### config.mk
export PLATFORM = sky130hd
export DESIGN_NAME = fifo_wr_arbiter_flat
export DESIGN_NICKNAME = d
export VERILOG_FILES = /design/src/rtl/fifo_wr_arbiter_pkg.sv /design/src/rtl/fifo_wr_arbiter_if.sv /design/src/rtl/fifo_wr_arbiter_rr_pick.sv /design/src/rtl/fifo_wr_arbiter.sv /design/src/flat_wrapper.sv
export SDC_FILE = /design/constraint.sdc
export NUM_CORES = 1
export LEC_CHECK = 0
export ABC_AREA = 1
export ABC_CLOCK_PERIOD_IN_PS = 4150
export CORE_MARGIN = 3
export CORE_UTILIZATION = 44
export DETAILED_ROUTE_END_ITERATION = 8
export GPL_TIMING_DRIVEN = 0
export PLACE_DENSITY = 0.86
export RECOVER_POWER = 50
export SLEW_MARGIN = 10
export SYNTH_ARGS = -nofsm -noshare
export SYNTH_HDL_FRONTEND = slang
export SYNTH_SLANG_ARGS = --single-unit
### constraint.sdc
create_clock -name clk -period 4.15 [get_ports clk]
set_input_delay 0.83 -clock clk [delete_from_list [all_inputs] [get_ports clk]]
set_output_delay 0.83 -clock clk [all_outputs]
set_load 0.02 [all_outputs]
### src/rtl/fifo_wr_arbiter_pkg.sv
// fifo_wr_arbiter_pkg: shared types and helpers for the FIFO write arbiter.
// Package fifo_arb_pkg (no ports):
//   MAX_NREQ         - largest supported requester count
//   fifo_arb_state_e - lock FSM state (used when FIFO_ARB_LOCK_EN is defined)
//   id_width(nreq)   - tag width, clog2 with a minimum of 1
package fifo_arb_pkg;

    localparam int MAX_NREQ = 16;

    typedef enum logic {
        IDLE,
        LOCKED
    } fifo_arb_state_e;

    function automatic int id_width(input int nreq);
        return (nreq > 2) ? $clog2(nreq) : 1;
    endfunction

endpackage

### src/rtl/fifo_wr_arbiter_if.sv
// fifo_wr_arbiter_if: requester handshake plus FIFO write-port bundle.
// Signals:
//   req_valid[NREQ], req_data[NREQ*DSIZE], req_last[NREQ] - requester side
//   req_ready[NREQ]                                       - accept strobe
//   fifo_din[IDW+DSIZE], fifo_wr_en                       - to FIFO din/wr_en
//   fifo_full                                             - from FIFO full
// Modports: master (requesters/FIFO model), slave (the arbiter).
interface fifo_wr_arbiter_if
    import fifo_arb_pkg::*;
#(
    parameter int NREQ  = 4,
    parameter int DSIZE = 8
);
    localparam int IDW = id_width(NREQ);

    logic [NREQ-1:0]       req_valid;
    logic [NREQ*DSIZE-1:0] req_data;
    logic [NREQ-1:0]       req_last;
    logic [NREQ-1:0]       req_ready;
    logic [IDW+DSIZE-1:0]  fifo_din;
    logic                  fifo_wr_en;
    logic                  fifo_full;

    modport master (
        output req_valid, req_data, req_last, fifo_full,
        input  req_ready, fifo_din, fifo_wr_en
    );

    modport slave (
        input  req_valid, req_data, req_last, fifo_full,
        output req_ready, fifo_din, fifo_wr_en
    );

endinterface

### src/rtl/fifo_wr_arbiter_rr_pick.sv
// rr_pick: combinational round-robin picker (rotate, find-first, rotate back).
// Ports:
//   req[NREQ]      - request vector
//   ptr[IDW]       - highest-priority index, must be < NREQ
//   grant_id[IDW]  - first requesting index at or after ptr, wrapping at NREQ
//   any            - at least one request present
module rr_pick
    import fifo_arb_pkg::*;
#(
    parameter int NREQ = 4,
    parameter int IDW  = id_width(NREQ)
) (
    input  logic [NREQ-1:0] req,
    input  logic [IDW-1:0]  ptr,
    output logic [IDW-1:0]  grant_id,
    output logic            any
);

    logic [2*NREQ-1:0] dbl;
    logic [NREQ-1:0]   rot;
    logic [IDW-1:0]    off;
    logic [IDW:0]      sum;

    always_comb begin
        // bit j of rot is req[(ptr+j) mod NREQ]
        dbl = {req, req} >> ptr;
        rot = dbl[NREQ-1:0];
        off = '0;
        for (int i = NREQ - 1; i >= 0; i--)
            if (rot[i]) off = IDW'(i);
        // rotate back, wrapping at NREQ rather than 2^IDW
        sum      = {1'b0, ptr} + {1'b0, off};
        grant_id = (sum >= (IDW+1)'(NREQ)) ? IDW'(sum - (IDW+1)'(NREQ)) : sum[IDW-1:0];
        any      = |req;
    end

endmodule

### src/rtl/fifo_wr_arbiter.sv
// fifo_wr_arbiter: round-robin arbiter sharing one sync_fifo write port among NREQ requesters.
// Ports:
//   clk   - rising-edge clock
//   rst_b - asynchronous active-low reset
//   bus   - fifo_wr_arbiter_if.slave: requester valid/ready/data/last, FIFO din/wr_en/full
// Each accepted beat is tagged {id, data} and passes through a one-entry registered stage.
// Optional macro FIFO_ARB_LOCK_EN: holds the grant on one requester until its req_last beat.
module fifo_wr_arbiter
    import fifo_arb_pkg::*;
#(
    parameter int  NREQ  = 4,
    parameter int  DSIZE = 8,
    localparam int IDW   = id_width(NREQ)
) (
    input  logic             clk,
    input  logic             rst_b,
    fifo_wr_arbiter_if.slave bus
);

    if (NREQ < 2 || NREQ > MAX_NREQ) begin : g_bad_nreq
        $error("fifo_wr_arbiter: NREQ out of range");
    end

    logic [IDW-1:0]       ptr_q, ptr_d;
    logic                 out_valid_q, out_valid_d;
    logic [IDW+DSIZE-1:0] out_data_q, out_data_d;
    logic [IDW-1:0]       pick_id, grant, next_ptr;
    logic                 pick_any;
    logic                 out_accept, transfer, advance;
    logic [NREQ-1:0]      ready;

    rr_pick #(
        .NREQ (NREQ),
        .IDW  (IDW)
    ) u_pick (
        .req      (bus.req_valid),
        .ptr      (ptr_q),
        .grant_id (pick_id),
        .any      (pick_any)
    );

`ifdef FIFO_ARB_LOCK_EN
    fifo_arb_state_e state_q, state_d;
    logic [IDW-1:0]  lock_id_q, lock_id_d;
    logic            locked;

    always_ff @(posedge clk or negedge rst_b) begin
        if (!rst_b) begin
            state_q   <= IDLE;
            lock_id_q <= '0;
        end else begin
            state_q   <= state_d;
            lock_id_q <= lock_id_d;
        end
    end

    // while locked the grant already equals lock_id, so recording grant is safe in both states
    always_comb begin
        state_d   = transfer ? (bus.req_last[grant] ? IDLE : LOCKED) : state_q;
        lock_id_d = transfer ? grant : lock_id_q;
    end

    always_comb begin
        locked  = state_q == LOCKED;
        grant   = locked ? lock_id_q : pick_id;
        advance = transfer & bus.req_last[grant];
    end
`else
    logic unused_last;

    assign unused_last = ^bus.req_last;
    assign grant       = pick_id;
    assign advance     = transfer;
`endif

    always_comb begin
        out_accept   = ~out_valid_q | ~bus.fifo_full;
        ready        = '0;
        // gating on the granted requester's own valid also covers a locked but idle owner
        ready[grant] = rst_b & out_accept & pick_any & bus.req_valid[grant];
        transfer     = ready[grant];
        next_ptr     = (32'(grant) == NREQ - 1) ? '0 : grant + 1'b1;
        ptr_d        = advance ? next_ptr : ptr_q;
        out_valid_d  = transfer | (out_valid_q & bus.fifo_full);
        out_data_d   = transfer ? {grant, bus.req_data[grant*DSIZE +: DSIZE]} : out_data_q;
    end

    always_ff @(posedge clk or negedge rst_b) begin
        if (!rst_b) begin
            ptr_q       <= '0;
            out_valid_q <= 1'b0;
            out_data_q  <= '0;
        end else begin
            ptr_q       <= ptr_d;
            out_valid_q <= out_valid_d;
            out_data_q  <= out_data_d;
        end
    end

    assign bus.req_ready  = ready;
    assign bus.fifo_wr_en = out_valid_q;
    assign bus.fifo_din   = out_data_q;

endmodule

### src/flat_wrapper.sv
// flat-port wrapper written by rule: the top's interface ports become plain ports
module fifo_wr_arbiter_flat import fifo_arb_pkg::*;
#(
    parameter int  NREQ  = 4,
    parameter int  DSIZE = 8,
    localparam int IDW   = id_width(NREQ)
)
  (clk, rst_b, bus_req_valid, bus_req_data, bus_req_last, bus_fifo_full, bus_req_ready, bus_fifo_din, bus_fifo_wr_en);
  fifo_wr_arbiter_if #(.NREQ(NREQ), .DSIZE(DSIZE)) bus_i ();
  input  logic clk;
  input  logic rst_b;
  input wire logic [$bits(bus_i.req_valid)-1:0] bus_req_valid;
  input wire logic [$bits(bus_i.req_data)-1:0] bus_req_data;
  input wire logic [$bits(bus_i.req_last)-1:0] bus_req_last;
  input wire logic [$bits(bus_i.fifo_full)-1:0] bus_fifo_full;
  output wire logic [$bits(bus_i.req_ready)-1:0] bus_req_ready;
  output wire logic [$bits(bus_i.fifo_din)-1:0] bus_fifo_din;
  output wire logic [$bits(bus_i.fifo_wr_en)-1:0] bus_fifo_wr_en;
  assign bus_i.req_valid = bus_req_valid;
  assign bus_i.req_data = bus_req_data;
  assign bus_i.req_last = bus_req_last;
  assign bus_i.fifo_full = bus_fifo_full;
  assign bus_req_ready = bus_i.req_ready;
  assign bus_fifo_din = bus_i.fifo_din;
  assign bus_fifo_wr_en = bus_i.fifo_wr_en;
  fifo_wr_arbiter #(.NREQ(NREQ), .DSIZE(DSIZE)) u_core (.clk(clk), .rst_b(rst_b), .bus(bus_i));
endmodule
==> report_table.html, run 1 <==
<table>
<tr><th>Metric</th><th>Value</th></tr>
<tr><th colspan="2">Finish</th></tr>
<tr><td>Net total in the final layout</td><td>~290</td></tr>
<tr><td>Proportion of layout cells with a drive suffix above 1</td><td>between 15 and 20%</td></tr>
<tr><td>Ant diodes</td><td>0</td></tr>
<tr><td>Finished Cell Area</td><td>~1800 µm²</td></tr>
<tr><td>Final core utilization</td><td>between 70 and 80%</td></tr>
<tr><td>Layout Area Growth over Synthesis</td><td>52.4%</td></tr>
<tr><td>Filler cells</td><td>220</td></tr>
<tr><th colspan="2">Setup path</th></tr>
<tr><td>CP Launch Type</td><td>primary input</td></tr>
<tr><td>Worst setup EP type</td><td>output pin</td></tr>
<tr><td>Type of the worst setup path</td><td>in2out</td></tr>
<tr><td>Max incr delay on CP</td><td>roughly 0.32 ns</td></tr>
<tr><td>Worst path required time</td><td>~3.3 ns</td></tr>
<tr><td>Setup slack, reg-to-reg</td><td>around 1.5 ns</td></tr>
<tr><td>Sum of buffers and inverters on the critical path</td><td>3</td></tr>
<tr><td>Worst R2R Path Depth</td><td>19</td></tr>
<tr><td>Worst path arrival time</td><td>between 2 and 3 ns</td></tr>
<tr><td>Worst Path Max Fanout</td><td>10</td></tr>
<tr><td>Worst r2r src</td><td>u_core.ptr_q[1]$_DFFE_PN0P_</td></tr>
<tr><td>End of the worst register-to-register path</td><td>u_core.bus.fifo_din[0]$_DFFE_PN0P_</td></tr>
<tr><td>Cell family contributing the most delay on the critical path</td><td>simple AND/OR/NAND/NOR gates</td></tr>
<tr><td>Worst-path cell with the longest stage delay</td><td>ha_2</td></tr>
<tr><td>Crit-path cells</td><td>dlygate4sd2_1, nand2_1, nand3_1, nand2_1, nand3_1, a21boi_2, ha_2, o21ai_1, nand3_2, a21boi_4, nand2_4, buf_6, nor2_1, buf_4</td></tr>
<tr><th colspan="2">Timing</th></tr>
<tr><td>Post-route minimum period</td><td>3.80 ns</td></tr>
<tr><td>Final Skew</td><td>~0.0045 ns</td></tr>
<tr><td>Number of setup violations in the final report</td><td>0</td></tr>
<tr><td>Relative slew slack</td><td>60.4%</td></tr>
<tr><td>RSZ-0062 raised after global routing</td><td>false</td></tr>
<tr><td>Max-slew violation count</td><td>0</td></tr>
<tr><td>Fmax</td><td>~260 MHz</td></tr>
<tr><td>Actual slew at the worst max-slew pin</td><td>around 0.59 ns</td></tr>
<tr><td>Share of the cycle needed by the critical path after routing</td><td>between 90 and 100%</td></tr>
<tr><td>Number of endpoints with negative hold slack in the final report</td><td>0</td></tr>
<tr><th colspan="2">Drt</th></tr>
<tr><td>Drt first pass iters</td><td>4</td></tr>
<tr><td>Via count of the routed design</td><td>approximately 1400</td></tr>
<tr><td>Total wire length</td><td>~3200 µm</td></tr>
<tr><td>DRT antenna net count</td><td>0</td></tr>
<tr><td># DRC</td><td>0</td></tr>
<tr><td>Post-detailed-route wirelength per cell</td><td>roughly 12 µm</td></tr>
<tr><td>1st-iter DRT viols</td><td>between 40 and 50</td></tr>
<tr><td>Mean number of vias per cell</td><td>between 5 and 6</td></tr>
<tr><th colspan="2">Worst hold path</th></tr>
<tr><td>Sink of the worst hold path</td><td>u_core.bus.fifo_din[9]$_DFFE_PN0P_</td></tr>
<tr><td>Start point of the worst hold path</td><td>u_core.bus.fifo_din[9]$_DFFE_PN0P_</td></tr>
<tr><td>Hold-critical path depth</td><td>2</td></tr>
<tr><td>Worst Hold Class</td><td>reg2reg</td></tr>
<tr><th colspan="2">Floorplanning</th></tr>
<tr><td>Initial core utilization</td><td>between 40 and 50%</td></tr>
<tr><td>Site row count</td><td>18</td></tr>
<tr><td>Number of I/O pins</td><td>58</td></tr>
<tr><td>Die outline width</td><td>58.1 µm</td></tr>
<tr><td>Full die area</td><td>between 3000 and 4000 µm²</td></tr>
<tr><td>Floorplan Core Area</td><td>2520 µm²</td></tr>
<tr><td>Die H</td><td>a little under 60 µm</td></tr>
<tr><th colspan="2">Run status</th></tr>
<tr><td>Status</td><td>completed</td></tr>
<tr><th colspan="2">Yosys</th></tr>
<tr><td>Mean instance size in the synthesized netlist</td><td>roughly 6.7 µm²</td></tr>
<tr><td>Most numerous cell in the Yosys netlist</td><td>nand2_1</td></tr>
<tr><td>Top cell type by total area after synthesis</td><td>dfrtp_1</td></tr>
<tr><td>Netlist area before placement</td><td>roughly 1200 µm²</td></tr>
<tr><td>Top post-synthesis cells by area</td><td>dfrtp_1, nand2_1, nand3_1</td></tr>
<tr><td>Post-synthesis cell count</td><td>~180</td></tr>
<tr><td>Yosys reg bits</td><td>13</td></tr>
<tr><td>Share of flip-flops with an asynchronous set or reset</td><td>between 90% and 100%</td></tr>
<tr><td>Count of distinct cell types in the synthesized netlist</td><td>24</td></tr>
<tr><td>Post-synth EDFFs</td><td>0</td></tr>
<tr><td>Area fraction of the dominant cell type after synthesis</td><td>~27%</td></tr>
<tr><td>Sequential fraction of the synthesis area</td><td>a little over a quarter</td></tr>
<tr><td>Ranking of synthesized cells by instance count</td><td>nand2_1, nand3_1, dfrtp_1</td></tr>
<tr><td>Synthesis Warnings</td><td>0</td></tr>
<tr><td>Net Count, Synth</td><td>225</td></tr>
<tr><td>Most frequently used flop master after synthesis</td><td>dfrtp_1</td></tr>
<tr><th colspan="2">Clocking</th></tr>
<tr><td>CTS tree</td><td>done</td></tr>
<tr><td>Clock buffer count from CTS</td><td>3</td></tr>
<tr><td>Number of clock sinks</td><td>13</td></tr>
<tr><td>Later-pin clock latency in the skew report</td><td>a little under 0.3 ns</td></tr>
<tr><td>Clock tree root driver cell</td><td>clkbuf_4</td></tr>
<tr><td>Clock transition at the register clock pins on the worst setup and hold paths after CTS</td><td>approximately 0.080 ns</td></tr>
<tr><td>Count of H-tree levels built during CTS</td><td>1</td></tr>
<tr><td>Buffer depth of the longest clock path</td><td>2</td></tr>
<tr><th colspan="2">Global route</th></tr>
<tr><td>Pin count of the biggest net entering global routing</td><td>15</td></tr>
<tr><td>Number of global-route vias before repair</td><td>1339</td></tr>
<tr><td>Number of antenna violations at the first check in global routing</td><td>0</td></tr>
<tr><td>Global routing usage summed across all routing layers</td><td>about a fifth</td></tr>
<tr><td>First-pass GRT wire length</td><td>5560 µm</td></tr>
<tr><td>Overflow after GRT</td><td>0</td></tr>
<tr><th colspan="2">Flow run</th></tr>
<tr><td>Max-cap violation count</td><td>0</td></tr>
<tr><th colspan="2">Placement</th></tr>
<tr><td>Buffers added on ports</td><td>between 50 and 60</td></tr>
<tr><td>Instance area at placement</td><td>about 1800 µm²</td></tr>
<tr><td>HPWL after detailed placement</td><td>2550 µm</td></tr>
<tr><td>Routability-driven placement congestion ratio</td><td>~0.79</td></tr>
<tr><th colspan="2">Power</th></tr>
<tr><td>Static leakage</td><td>approximately 0.96 nW</td></tr>
<tr><td>Peak VDD IR</td><td>704 µV</td></tr>
<tr><td>Cell area power density</td><td>~920 nW/µm²</td></tr>
</table>
cell type report:
class,instances,area (µm²),area share (%)
Timing Repair Buffer,56,541,29.6
Tap cell,30,37.5,2.06
Inverter,10,38.8,2.13
Buffer,8,62.6,3.43
Sequential cell,13,325,17.8
Multi-Input combinational cell,147,792,43.4
Clock buffer,4,26.3,1.44
worst register-to-register path, stage by stage (launching register included):
cell and delay (ns):
dfrtp_1 0.37, buf_4 0.16, inv_1 0.12, nand3_1 0.09
nand2_1 0.10, nand3_1 0.09, a21boi_2 0.13, ha_2 0.20
xor2_2 0.15, buf_4 0.14, nand2_4 0.06, nand2_4 0.08
buf_6 0.16, ha_2 0.21, nand4_1 0.09, nand2_1 0.11
nand2_4 0.08, buf_6 0.16, nand3_2 0.06, nand2_1 0.06
power by group:
group | internal, W | total [W] | switching, W
registers | 0.000184 | 0.000220 | 0.0000367
clock network | 0.0000374 | 0.0000829 | 0.0000455
logic | 0.000533 | 0.00138 | 0.000843
worst max-delay path by stage:
stage | startpoint | end | slack (ns) | cells after the start
after floorplan | bus_req_valid[1] | bus_req_ready[2] | 0.54 | 12
after global placement | bus_req_valid[1] | bus_req_ready[2] | -0.70 | 14
after detailed placement | bus_req_valid[3] | bus_req_ready[2] | -0.75 | 14
after CTS | bus_req_valid[1] | bus_req_ready[3] | 0.005 | 16
after global routing | bus_req_valid[2] | bus_req_ready[1] | 0.15 | 16
final | bus_req_valid[2] | bus_req_ready[1] | 0.35 | 14
per-stage QoR:
step           cells  total power [W]  hold WS (ns)  setup TNS [ns]  worst slack, ns
2_1_floorplan    179          0.00120         0.534               0            0.543
4_1_cts          267          0.00168         0.498               0          0.00477
6_report         268          0.00168         0.487               0            0.354
5_1_grt          268          0.00185         0.551               0            0.146
3_3_place_gp     262          0.00153         0.466           -2.25           -0.699
3_5_place_dp     262          0.00155         0.476           -2.48           -0.750
logic make-up after synthesis:
| kind of cell | Yosys count | share of synthesized area (%) |
|---|---|---|
| DFF | 13 | 27.2 |
| and+or+nand+nor | 138 | 57.0 |
| adders and majority gates | 3 | 3.14 |
| xor gates and xnor gates | 1 | 0.732 |
| buffers and inverters | 19 | 7.95 |
| AOI/OAI and AO/OA | 5 | 3.98 |
state kept, by name, indices dropped and copies added (netlist names):
register / flops
u_core.bus.fifo_wr_en: 1
u_core.ptr_q: 2
u_core.bus.fifo_din: 10
per-layer routing:
| metal | wire [µm] | vias up | track usage (%) |
|---|---|---|---|
| li1 | - | 700 | - |
| met5 | 0 | - | 0 |
| met3 | 278 | 9 | 7.35 |
| met2 | 1610 | 56 | 36.3 |
| met1 | 1270 | 634 | 23.8 |
| met4 | 57 | 0 | 6.95 |
placed cells by master, fill, tap and decap left out, drive strengths merged, types with 2 or more instances in the layout:
cell and count:
a21boi 2, buf 14, clkbuf 5, clkdlybuf4s50 37
dfrtp 13, dlygate4sd2 2, dlygate4sd3 8, dlymetal6s2s 2
ha 3, inv 9, nand2 83, nand3 47
nand4 2, nor2 5
what timing repair did:
action                     4_1_cts  5_1_grt
hold endpoints to repair         0        0
setup endpoints to repair        4        4
buffers inserted                 1        2
resized for setup               27        7
pin swaps                        3        2
hold buffers                     0        0
(Power assumes the default switching activity.)
==> run 2, diff against run 1 <==
CTS_CLUSTER_SIZE = 28   (was unset)
==> results of run 2 <==
Final layout, timing and power as in run 1 (identical DEF).
==> run 3, diff against run 2 <==
CORE_MARGIN = unset   (was 3)
CORE_UTILIZATION = 30   (was 44)
PLACE_DENSITY = unset   (was 0.86)
==> run 3 against run 2 <==
Against the previous run:
- worst hold slack worse by 0.0073 ns
- cell count is 6.7% higher
- first-iteration DRC count is 14% lower
- critical path depth is 2 higher
- routed wire length is 3.5% higher
- global-route usage is 3.4 points lower
- clock-buffer cell count is 1 lower
- non-clock buffer count stayed put
- clock skew is 0.00097 ns higher
- combinational power is 4% higher
- register-to-register slack worse by 0.03 ns
- critical endpoint is now bus_req_ready[2]
- highest routed layer unchanged
==> report_table.html, run 3 (synthesis gave the netlist of run 1 again) <==
<table>
<tr><th>Metric</th><th>Value</th></tr>
<tr><th colspan="2">Power</th></tr>
<tr><td>Peak VDD IR</td><td>roughly 410 µV</td></tr>
<tr><td>Share of power burned in the clock network</td><td>around 6.3%</td></tr>
<tr><td>Cell area power density</td><td>about 930 nW/µm²</td></tr>
<tr><td>Net switching component of the power</td><td>0.000951 W</td></tr>
<tr><td>P_int</td><td>0.000812 W</td></tr>
<tr><td>Switching part of the total</td><td>53.9%</td></tr>
<tr><td>Static leakage</td><td>0.977 nW</td></tr>
<tr><td>Power share of the sequential group</td><td>approximately an eighth</td></tr>
<tr><td>Combinational group share of total power</td><td>around 81%</td></tr>
<tr><th colspan="2">Global route</th></tr>
<tr><td>M1 GR Usage</td><td>21.9%</td></tr>
<tr><td>Met3 demand-to-capacity share in global routing</td><td>a little under 7%</td></tr>
<tr><td>First-pass GRT wire length</td><td>about 5800 µm</td></tr>
<tr><td>Overflow after GRT</td><td>0</td></tr>
<tr><td>Met2 track demand over resource in global routing</td><td>between 20 and 30%</td></tr>
<tr><td>Pin count of the biggest net entering global routing</td><td>15</td></tr>
<tr><td>Number of antenna violations at the first check in global routing</td><td>0</td></tr>
<tr><td>Most congested layer reported by global routing</td><td>met2</td></tr>
<tr><td>Number of global-route vias before repair</td><td>between 1000 and 1500</td></tr>
<tr><td>Global routing usage summed across all routing layers</td><td>~18%</td></tr>
<tr><th colspan="2">Finish</th></tr>
<tr><td>Most common cell after layout, fill and taps aside</td><td>nand2_1</td></tr>
<tr><td>Area occupied by multi-input gates</td><td>792 µm²</td></tr>
<tr><td>Final standard cell count with taps included and fillers excluded</td><td>286</td></tr>
<tr><td>Net total in the final layout</td><td>between 200 and 300</td></tr>
<tr><td>Proportion of layout cells with a drive suffix above 1</td><td>roughly a fifth</td></tr>
<tr><td>Combined flip-flop and latch cell area</td><td>approximately 330 µm²</td></tr>
<tr><td>Ant diodes</td><td>0</td></tr>
<tr><td>Filler cells</td><td>about 400</td></tr>
<tr><td>Layout Area Growth over Synthesis</td><td>57.6%</td></tr>
<tr><td>Most frequent cells in the layout</td><td>nand2_1, nand3_1, clkdlybuf4s50_1</td></tr>
<tr><td>Finished Cell Area</td><td>1890 µm²</td></tr>
<tr><td>Largest register FFs</td><td>10</td></tr>
<tr><th colspan="2">Timing</th></tr>
<tr><td>Relative slew slack</td><td>59.7%</td></tr>
<tr><td>Number of setup violations in the final report</td><td>0</td></tr>
<tr><td>Actual slew at the worst max-slew pin</td><td>approximately 0.6 ns</td></tr>
<tr><td>Fmax</td><td>approximately 260 MHz</td></tr>
<tr><td>Final worst-path setup slack</td><td>0.268 ns</td></tr>
<tr><td>Post-route worst hold slack</td><td>about 0.48 ns</td></tr>
<tr><td>Max-slew violation count</td><td>0</td></tr>
<tr><td>Final Skew</td><td>0.00551 ns</td></tr>
<tr><td>Post-route minimum period</td><td>about 3.9 ns</td></tr>
<tr><td>Number of endpoints with negative hold slack in the final report</td><td>0</td></tr>
<tr><td>Summed negative setup slack over all endpoints</td><td>0 ns</td></tr>
<tr><td>Share of the cycle needed by the critical path after routing</td><td>a little over 90%</td></tr>
<tr><td>RSZ-0062 raised after global routing</td><td>false</td></tr>
<tr><th colspan="2">Floorplanning</th></tr>
<tr><td>Die outline width</td><td>65.1 µm</td></tr>
<tr><td>Floorplan Core Area</td><td>3740 µm²</td></tr>
<tr><td>Initial core utilization</td><td>between 30% and 40%</td></tr>
<tr><td>Number of I/O pins</td><td>58</td></tr>
<tr><td>Full die area</td><td>about 4200 µm²</td></tr>
<tr><td>Site row count</td><td>22</td></tr>
<tr><td>Die H</td><td>roughly 65 µm</td></tr>
<tr><th colspan="2">Setup path</th></tr>
<tr><td>Worst path arrival time</td><td>just over 3 ns</td></tr>
<tr><td>Type of the worst setup path</td><td>in2out</td></tr>
<tr><td>Cell family contributing the most delay on the critical path</td><td>buffers and inverters</td></tr>
<tr><td>Max incr delay on CP</td><td>around 0.28 ns</td></tr>
<tr><td>Worst-path cell with the longest stage delay</td><td>dlygate4sd2_1</td></tr>
<tr><td>Worst setup EP type</td><td>output pin</td></tr>
<tr><td>Worst path required time</td><td>3.32 ns</td></tr>
<tr><td>Crit-path cells</td><td>dlygate4sd2_1, nand2_1, nand3_1, nand2_1, nand3_1, a21boi_2, ha_2, xor2_2, buf_4, nand2_4, nand2_4, buf_6, ha_2, inv_1, nor2_1, clkdlybuf4s15_2</td></tr>
<tr><td>Worst Path Max Fanout</td><td>11</td></tr>
<tr><td>Sum of buffers and inverters on the critical path</td><td>5</td></tr>
<tr><td>CP Launch Type</td><td>primary input</td></tr>
<tr><th colspan="2">Drt</th></tr>
<tr><td>Via count of the routed design</td><td>1308</td></tr>
<tr><td>Drt first pass iters</td><td>4</td></tr>
<tr><td>Total wire length</td><td>about 3300 µm</td></tr>
<tr><td>Post-detailed-route wirelength per cell</td><td>between 10 and 15 µm</td></tr>
<tr><td># DRC</td><td>0</td></tr>
<tr><td>1st-iter DRT viols</td><td>38</td></tr>
<tr><td>DRT antenna net count</td><td>0</td></tr>
<tr><td>Mean number of vias per cell</td><td>4.57</td></tr>
<tr><th colspan="2">Placement</th></tr>
<tr><td>Dpl ws</td><td>-0.857 ns</td></tr>
<tr><td>HPWL after detailed placement</td><td>2590 µm</td></tr>
<tr><td>Placed Cells incl. Taps</td><td>280</td></tr>
<tr><td>Routability-driven placement congestion ratio</td><td>0.736</td></tr>
<tr><td>Instance area at placement</td><td>~1800 µm²</td></tr>
<tr><td>Buffers added on ports</td><td>53</td></tr>
<tr><th colspan="2">Worst hold path</th></tr>
<tr><td>Worst Hold Class</td><td>reg2reg</td></tr>
<tr><th colspan="2">Run status</th></tr>
<tr><td>Status</td><td>completed</td></tr>
<tr><th colspan="2">Clocking</th></tr>
<tr><td>CTS tree</td><td>done</td></tr>
<tr><td>Buffer depth of the longest clock path</td><td>2</td></tr>
<tr><td>Clock buffer count from CTS</td><td>3</td></tr>
<tr><td>Clock tree root driver cell</td><td>clkbuf_8</td></tr>
<tr><td>Clock transition at the register clock pins on the worst setup and hold paths after CTS</td><td>around 0.050 ns</td></tr>
<tr><td>Count of H-tree levels built during CTS</td><td>1</td></tr>
<tr><td>Later-pin clock latency in the skew report</td><td>around 0.24 ns</td></tr>
<tr><td>Number of hold-repair buffers added at the cts stage</td><td>0</td></tr>
<tr><td>Number of clock sinks</td><td>13</td></tr>
<tr><th colspan="2">Flow run</th></tr>
<tr><td>Max-cap violation count</td><td>0</td></tr>
</table>
-- run 3: per-stage QoR --
| stage | power [W] | utilization, % |
|---|---|---|
| after detailed placement | 0.00158 | 47.7 |
| after global placement | 0.00158 | 47.7 |
| after global routing | 0.00197 | 50.4 |
| final | 0.00176 | 50.4 |
| after CTS | 0.00176 | 49.7 |
| after floorplan | 0.00120 | - |
-- run 3: worst min-delay path: cells and delay by family (launching register included) --
| family | cells | cell delay [ns] |
|---|---|---|
| DFF | 1 | 0.34 |
| and+or+nand+nor | 2 | 0.11 |
-- run 3: what timing repair did --
action	in CTS	in global routing
pin swaps	2	1
buffers inserted	1	1
resized for setup	26	11
endpoints found under the setup margin	4	4
-- run 3: final cells by class --
type	instances	area share [%]
clock inverters	1	0.265
clock buffers	3	2.19
multi-input cells	147	42.0
well taps	48	3.19
plain buffers	9	4.25
inverters	10	2.06
repair buffers	55	28.8
flip-flops and latches	13	17.3
-- run 3: worst paths after layout --
check                                              startpoint                            endpoint  slack, ns  cells after the start
max reg2reg                       u_core.ptr_q[1]$_DFFE_PN0P_         u_core.ptr_q[0]$_DFFE_PN0P_       1.42                     19
min in group asynchronous                               rst_b  u_core.bus.fifo_din[0]$_DFFE_PN0P_       1.03                      1
max                                          bus_req_valid[1]                    bus_req_ready[2]       0.27                     16
min                        u_core.bus.fifo_din[9]$_DFFE_PN0P_  u_core.bus.fifo_din[9]$_DFFE_PN0P_       0.48                      2
min reg2reg                u_core.bus.fifo_din[9]$_DFFE_PN0P_  u_core.bus.fifo_din[9]$_DFFE_PN0P_       0.48                      2
max in group asynchronous                               rst_b         u_core.ptr_q[0]$_DFFE_PN0P_       2.72                      1
-- run 3: power by group through the flow --
stage                     Clock [W]  Sequential, W  Combinational (W)
after floorplan                   0       0.000271           0.000925
after global placement            0       0.000223            0.00136
after detailed placement          0       0.000222            0.00136
after CTS                  0.000115       0.000220            0.00143
after global routing       0.000120       0.000227            0.00163
final                      0.000111       0.000218            0.00143
-- run 3: layer usage --
layer | share of wire, % | wire, µm
met5 | 0 | 0
met4 | 0.18 | 6
met3 | 8.7 | 290
met2 | 47 | 1570
met1 | 44 | 1450
